==> config.mk <==
export PLATFORM = sky130hd
export DESIGN_NAME = operand_fetch
export DESIGN_NICKNAME = d
export VERILOG_FILES = /design/src/rtl/datapath_pkg.sv /design/src/rtl/regfile.sv /design/src/rtl/operand_fetch.sv
export SDC_FILE = /design/constraint.sdc
export NUM_CORES = 1
export LEC_CHECK = 0
export ABC_CLOCK_PERIOD_IN_PS = 4300
export BUFFER_PORTS_ARGS = -buffer_cell sky130_fd_sc_hd__buf_2
export CELL_PAD_IN_SITES_DETAIL_PLACEMENT = 2
export CELL_PAD_IN_SITES_GLOBAL_PLACEMENT = 2
export CORE_MARGIN = 2
export CORE_UTILIZATION = 30
export CTS_CLUSTER_DIAMETER = 60
export DETAILED_ROUTE_END_ITERATION = 12
export GPL_TIMING_DRIVEN = 0
export PLACE_DENSITY_LB_ADDON = 0.1
export SYNTH_ARGS = -nofsm -noshare
export SYNTH_HDL_FRONTEND = slang
export SYNTH_SLANG_ARGS = --single-unit
==> constraint.sdc <==
create_clock -name clk -period 4.3 [get_ports clk]
set_input_delay 0.43 -clock clk [delete_from_list [all_inputs] [get_ports clk]]
set_output_delay 0.43 -clock clk [all_outputs]
set_load 0.02 [all_outputs]
==> src/rtl/datapath_pkg.sv <==
// Shared types and constants for the 16-bit datapath: operand-fetch FSM states,
// shifter codes and the default datapath width.
package datapath_pkg;

    localparam int DATA_W = 16;

    localparam logic [1:0] SH_PASS = 2'b00;
    localparam logic [1:0] SH_LSL  = 2'b01;
    localparam logic [1:0] SH_LSR  = 2'b10;
    localparam logic [1:0] SH_ASR  = 2'b11;

    typedef enum logic [2:0] {
        IDLE    = 3'd0,
        WR_IMM  = 3'd1,
        RD_A    = 3'd2,
        RD_B    = 3'd3,
        ISSUE   = 3'd4,
        WAIT_WB = 3'd5
    } of_state_t;

endpackage

==> src/rtl/regfile.sv <==
// NREGS x DATA_W register file: one synchronous write port, one combinational read port.
// With OPERAND_FETCH_RF_CLEAR_EN defined, reset also zeroes every entry.
module regfile #(
    parameter int DATA_W = datapath_pkg::DATA_W,
    parameter int NREGS  = 8,
    localparam int AW    = $clog2(NREGS)
) (
    input  logic              clk,
    input  logic              reset,
    input  logic              we_i,
    input  logic [AW-1:0]     waddr_i,
    input  logic [DATA_W-1:0] wdata_i,
    input  logic [AW-1:0]     raddr_i,
    output logic [DATA_W-1:0] rdata_o
);

    logic [DATA_W-1:0] mem_q [NREGS];

`ifdef OPERAND_FETCH_RF_CLEAR_EN
    always_ff @(posedge clk) begin
        if (reset) begin
            for (int i = 0; i < NREGS; i++) begin
                mem_q[i] <= '0;
            end
        end else if (we_i) begin
            mem_q[waddr_i] <= wdata_i;
        end
    end
`else
    // Contents survive reset; the write enable is already gated by reset upstream.
    always_ff @(posedge clk) begin
        if (we_i) begin
            mem_q[waddr_i] <= wdata_i;
        end
    end
`endif

    assign rdata_o = mem_q[raddr_i];

endmodule

==> src/rtl/operand_fetch.sv <==
// Multi-cycle operand-fetch stage: one command in flight, reads A then B through a single
// read port, issues them downstream, then retires the write-back. Option: OPERAND_FETCH_RF_CLEAR_EN.
module operand_fetch #(
    parameter int DATA_W = datapath_pkg::DATA_W,
    parameter int NREGS  = 8,
    localparam int AW    = $clog2(NREGS)
) (
    input  logic              clk,
    input  logic              reset,
    input  logic              cmd_valid,
    output logic              cmd_ready,
    input  logic              cmd_imm,
    input  logic [AW-1:0]     cmd_rn,
    input  logic [AW-1:0]     cmd_rm,
    input  logic [AW-1:0]     cmd_rd,
    input  logic [1:0]        cmd_shift,
    input  logic [DATA_W-1:0] cmd_data,
    output logic [DATA_W-1:0] a_out,
    output logic [DATA_W-1:0] sh_in,
    output logic [1:0]        sh_op,
    output logic              out_valid,
    input  logic              out_ready,
    input  logic              wb_valid,
    input  logic [DATA_W-1:0] wb_data,
    output logic              busy,
    output logic [2:0]        dbg_state_o
);

    import datapath_pkg::*;

    // Handshakes: a transfer happens on a rising edge where valid and ready are both 1;
    // the command port accepts only in IDLE, operands transfer only in ISSUE, and
    // wb_valid is only honoured in WAIT_WB.
    of_state_t         state_q;
    logic              cmd_ready_q;
    logic              out_valid_q;
    logic [AW-1:0]     rn_q;
    logic [AW-1:0]     rm_q;
    logic [AW-1:0]     rd_q;
    logic [1:0]        shift_q;
    logic [DATA_W-1:0] data_q;
    logic [DATA_W-1:0] a_q;
    logic [DATA_W-1:0] b_q;

    logic              rf_we;
    logic [AW-1:0]     rf_raddr;
    logic [DATA_W-1:0] rf_wdata;
    logic [DATA_W-1:0] rf_rdata;

    assign rf_we    = !reset && ((state_q == WR_IMM) || ((state_q == WAIT_WB) && wb_valid));
    assign rf_wdata = (state_q == WR_IMM) ? data_q : wb_data;
    assign rf_raddr = (state_q == RD_A) ? rn_q : rm_q;

    regfile #(
        .DATA_W (DATA_W),
        .NREGS  (NREGS)
    ) u_regfile (
        .clk     (clk),
        .reset   (reset),
        .we_i    (rf_we),
        .waddr_i (rd_q),
        .wdata_i (rf_wdata),
        .raddr_i (rf_raddr),
        .rdata_o (rf_rdata)
    );

    always_ff @(posedge clk) begin
        if (reset) begin
            state_q     <= IDLE;
            cmd_ready_q <= 1'b1;
            out_valid_q <= 1'b0;
            rn_q        <= '0;
            rm_q        <= '0;
            rd_q        <= '0;
            shift_q     <= SH_PASS;
            data_q      <= '0;
            a_q         <= '0;
            b_q         <= '0;
        end else begin
            case (state_q)
                IDLE: begin
                    if (cmd_valid) begin
                        rn_q        <= cmd_rn;
                        rm_q        <= cmd_rm;
                        rd_q        <= cmd_rd;
                        shift_q     <= cmd_shift;
                        data_q      <= cmd_data;
                        cmd_ready_q <= 1'b0;
                        state_q     <= cmd_imm ? WR_IMM : RD_A;
                    end
                end
                WR_IMM: begin
                    cmd_ready_q <= 1'b1;
                    state_q     <= IDLE;
                end
                RD_A: begin
                    a_q     <= rf_rdata;
                    state_q <= RD_B;
                end
                RD_B: begin
                    b_q         <= rf_rdata;
                    out_valid_q <= 1'b1;
                    state_q     <= ISSUE;
                end
                ISSUE: begin
                    if (out_ready) begin
                        out_valid_q <= 1'b0;
                        state_q     <= WAIT_WB;
                    end
                end
                WAIT_WB: begin
                    if (wb_valid) begin
                        cmd_ready_q <= 1'b1;
                        state_q     <= IDLE;
                    end
                end
                default: begin
                    cmd_ready_q <= 1'b1;
                    out_valid_q <= 1'b0;
                    state_q     <= IDLE;
                end
            endcase
        end
    end

    assign cmd_ready   = cmd_ready_q;
    assign out_valid   = out_valid_q;
    assign a_out       = a_q;
    assign sh_in       = b_q;
    assign sh_op       = shift_q;
    assign busy        = (state_q != IDLE);
    assign dbg_state_o = state_q;

endmodule

Word level (Yosys, flattened, before mapping)
Memory sizes are Yosys's and may differ from the RTL's.
Cells that the tools add are included.
{"block": "classes", "eq_ne": 8, "mux": 14, "n_bitwise": 2, "reduce_logical": 12}
{"cell": "$mux 16", "count": 1}
{"cell": "$pmux 3 s5", "count": 1}
{"cell": "$mux 3", "count": 4}
{"cell": "$eq 3x2->1 const B", "count": 2}
{"cell": "$eq 3x3->1 const B", "count": 2}
{"cell": "$ne 2x2->1 const B", "count": 3}
{"cell": "$pmux 1 s3", "count": 2}
{"cell": "$reduce_and 3->1", "count": 2}
{"cell": "$mux 1", "count": 5}
{"cell": "$reduce_and 2->1", "count": 2}
{"cell": "$reduce_or 4->1", "count": 1}
{"cell": "$eq 3x1->1 const B", "count": 1}
{"cell": "$logic_not 3->1", "count": 1}
{"cell": "$reduce_bool 3->1", "count": 1}
{"cell": "$reduce_or 3->1", "count": 1}
{"cell": "$logic_and 1x1->1", "count": 2}
{"cell": "$mux 2", "count": 1}
{"cell": "$not 1->1", "count": 2}
{"cell": "$logic_not 1->1", "count": 1}
{"cell": "$logic_or 1x1->1", "count": 1}
{"block": "totals", "register_bits": 64, "ram_bits": 128, "inputBits": 49, "output_inout_bits": 40, "word_cells": 47, "memories": 1}
{"memory": "u_regfile.mem_q", "depth": 8, "width": 16, "rd": 1, "rd_clocked_by_memory_dff": 0, "write_ports": 1, "line_no": "regfile.sv:17", "rtl": "logic [DATA_W-1:0] mem_q [NREGS];"}

Logic depth before layout (Yosys ltp)
{"block": "depth", "depth_word": 6, "depth_mapped": 6}

Modules after synthesis
Synthesis repeated with hierarchy kept, for this count alone.
{"block": "hier_totals", "hier_cells": 521, "area_unflattened_um2": 7601.0}
{"module": "regfile", "n_inst": 1, "cells_per_inst": 198, "area_each_um2": 4973.5, "seq_area_each_um2": 3843.7}
{"module": "operand_fetch", "n_inst": 1, "cells_per_inst": 323, "area_each_um2": 2627.5, "seq_area_each_um2": 1281.2}

Worst setup path before layout
No wires, ideal clock.
{"block": "synth_path", "path_type": "reg2reg", "startpoint": "register state_q[2], in the netlist dbg_state_o[2]", "endpoint": "memory u_regfile.mem_q[0][0] (enable)", "setup_time_ps": 409, "t_arrival_ps": 2189, "path_slack_ps": 1702, "path_stages_with_launch": 6, "synth_period_minus_slack_ps": 2598, "path_cell_list": "dfxtp_1 -> buf_2 -> nor2b_1 -> nor3_1 -> nand2b_1 -> nor3_1"}
{"block": "synth_between", "elab_chain_len": 6}
{"item": "start: declaration", "line_no": "operand_fetch.sv:34", "rtl": "of_state_t state_q;"}
{"item": "start signal: assignment", "line_no": "operand_fetch.sv:89", "rtl": "state_q <= cmd_imm ? WR_IMM : RD_A;"}
{"item": "$eq 3x3->1", "line_no": "operand_fetch.sv:50", "rtl": "assign rf_we = !reset && ((state_q == WR_IMM) || ((state_q == WAIT_WB) && wb_valid));"}
{"item": "$logic_and 1x1->1", "line_no": "operand_fetch.sv:50"}
{"item": "$logic_or 1x1->1 *", "line_no": "operand_fetch.sv:50"}
{"item": "$logic_and 1x1->1 *", "line_no": "operand_fetch.sv:50"}
{"item": "$mux 1 *", "line_no": "regfile.sv:32", "rtl": "if (we_i) begin"}
{"item": "$mux 1 (implied by the code) *", "line_no": "regfile.sv:33", "rtl": "mem_q[waddr_i] <= wdata_i;"}
{"item": "end: declaration", "line_no": "regfile.sv:17"}
Every way passes the cells marked *; elsewhere a longest branch is shown, timed or not.

Worst setup path in the final report
{"block": "layout_path", "startpoint": "register state_q[2], in the netlist dbg_state_o[2]", "endpoint": "memory u_regfile.mem_q[1][9] (data pin)"}
{"block": "layout_between", "elab_chain_len": 2}
{"item": "$eq 3x1->1", "line_no": "operand_fetch.sv:51", "rtl": "assign rf_wdata = (state_q == WR_IMM) ? data_q : wb_data;"}
{"item": "$mux 16", "line_no": "operand_fetch.sv:51"}
{"item": "net rf_wdata[9]", "line_no": "operand_fetch.sv:47", "rtl": "logic [DATA_W-1:0] rf_wdata;"}
The timed path passes the listed nets, and every way through them passes these cells.

==> flow_metrics.tcl <==
set metrics [dict create \
    hold_ws_ps 215 \
    num_antenna_cells 0 \
    synthCells 623 \
    grt_pass1_wl_um 42300 \
    rr_worst_depth 4 \
    totalWireLength_um 28100 \
    finalCritPeriodShare_pct 57.4 \
    cts_tree "done" \
    finalMaxSlewViolations 0 \
    htree_levels 4 \
    ios 89 \
    required_ps 4420 \
    crit_fanout 10 \
    post-route-util_pct 36.6 \
    syn_avg_cell_area_um2 13.7 \
    synth_fp_nets 672 \
    ff_latch_area_um2 5120 \
    rr_startpoint "dbg_state_o[2]" \
    grt_max_degree 21 \
    design_area_um2 10200 \
    hold_violations 0 \
    yosys-top-cells-count "edfxtp_1, nand2_1, dfxtp_1, a21oi_1, mux4_2" \
    clk_latency_ps 450 \
    track_usage_pct 20.1 \
    nets 789 \
    numCtsBuffers 17 \
    row_count 61 \
    cp-end-kind "register" \
    synthTopCellsByArea "edfxtp_1, dfxtp_1, mux4_2" \
    p_leak_nw 3.58 \
    status "completed" \
    rsz0062_at_grt "false" \
    place.gp.congestion 0.761 \
    dieArea_um2 29700 \
    path_clk_slew_ps 90 \
    synthFlopType "edfxtp_1" \
    cap_violations 0 \
    num_vias 5758 \
    fillerInstances 2901 \
    start_util_pct 30.5 \
    grt_pass1_vias 6473 \
    max_freq_ghz 0.405 \
    rrSetupSlack_ps 1830 \
    ant_nets 0 \
    port_buffers 88 \
    die_x_um 172 \
    min_period_ps 2470 \
    yosysSeqAreaShare_pct 60.3 \
    yosysTopAreaCellShare_pct 45.2 \
    drive_gt1_share_pct 28.7 \
    wl_per_cell_um 24.8 \
    clock_sinks 192 \
    multi_input_area_um2 3160 \
    synth_most_common_cell "edfxtp_1" \
    hold_buffers 0 \
    syn_area_um2 8500 \
    synth_edf_count 128 \
    antenna_found_initial 0 \
    final-setup-viol-count 0 \
    tightest_slew_ps 1030 \
    clock-skew-final_ps 19.3 \
    cp-startpoint "dbg_state_o[2]" \
    yosys.area.top_type "edfxtp_1" \
    die_h_um 172 \
    placed_cell_area_um2 9600 \
    cts_resized 0 \
    area_delta_synth_final_pct 19.8 \
    via_per_inst 5.09 \
    cts_max_path_buffers 2 \
    drt_pass1_iterations 4 \
    grt_overflow 0 \
    hold_path_class "in2reg" \
    cts_root_buf "clkbuf_16" \
    ys_ff_latch 192 \
    crit_end "u_regfile.mem_q[1][9]" \
    synth.distinct_cells 39 \
    route.detailed.drc 0 \
    post_cts_buffers 0 \
    startpoint_type "register" \
    peakVddDrop_v 0.000254 \
    reg2reg_to "u_regfile.mem_q[1][9]" \
    dpl.hpwl_um 20700 \
    cp.arrival_ps 2590 \
    core-area_um2 27900 \
    relSlewSlack_pct 31.1 \
    path_class "reg2reg" \
    fin_setup_tns_ps 0 \
    drt-initial-drc-count 353 \
    yosysWarnings 0 \
    pwr_density_cell_nw_per_um2 410 \
    synthArstFlopShare_pct 0 \
]
-- kinds of logic after synthesis --
logic type	after synthesis	synth area share, %
AO/OA/AOI/OAI	129	10.3
buffers and inverters	50	2.90
flip-flops	192	60.3
multiplexers	93	17.9
AND/OR/NAND/NOR	159	8.64
-- how the worst min path moves through the flow --
stage | start | end | depth (start not counted)
2_1_floorplan | data_q[0] | data_q[0] | 2
3_3_place_gp | sh_op[1] | sh_op[1] | 2
3_5_place_dp | data_q[13] | data_q[13] | 2
4_1_cts | cmd_data[8] | data_q[8] | 3
5_1_grt | cmd_data[0] | data_q[0] | 3
6_report | cmd_data[11] | data_q[11] | 3
-- layout by cell type (no fill, tap or decap), drive strengths merged, types with 3 or more instances in the layout --
cell,count
nand3b,4
inv,11
nor2,27
a211o,15
clkinv,5
a211oi,30
buf,126
dfxtp,64
edfxtp,128
nor2b,17
a221o,15
clkbuf,36
mux2,19
mux4,45
nor3,7
nand2b,6
mux2i,29
nand2,88
o21ai,3
a21oi,60
-- per-layer routing --
layer	vias to the layer above	routed length, um	global-route usage, %
met2	114	13500	33.1
met4	0	355	4.97
met3	25	849	2.98
met1	2985	13400	28.1
met5	-	0	0
li1	2634	-	-
-- worst max-delay path: stages, from the launching register on --
cell and delay, ps:
dfxtp_1 360, buf_2 220, nor2_1 630, buf_2 400
mux2_1 540
-- power by group --
group,total [W],internal [W],switching [W],leakage (nW)
Combinational,0.000530,0.000193,0.000337,1.62
Sequential,0.00205,0.00203,0.0000262,1.68
Clock,0.00160,0.000783,0.000817,0.284
-- state kept, by name, indices dropped and copies added (netlist names) --
register	flops
u_regfile.mem_q	128
a_out	16
data_q	16
sh_in	16
dbg_state_o	3
rd_q	3
rm_q	3
rn_q	3
sh_op	2
cmd_ready	1
out_valid	1
-- stage by stage --
step           instances  worst slack [ps]  total power, W
2_1_floorplan        623              1700         0.00242
3_5_place_dp        1099              1720         0.00263
3_3_place_gp        1089             -43.1         0.00261
4_1_cts             1131              1710         0.00423
6_report            1131              1830         0.00418
5_1_grt             1131              1590         0.00435
-- cell type report --
class / instances / share of cell area, %
clock buffer: 17 / 4.17
sequential: 192 / 50.3
tap: 378 / 4.64
clock inverter: 15 / 1.60
buffer: 47 / 2.31
inverter: 3 / 0.110
timing repair buffer: 98 / 5.89
multi-input combinational: 381 / 31.0
(Power assumes the default switching activity.)
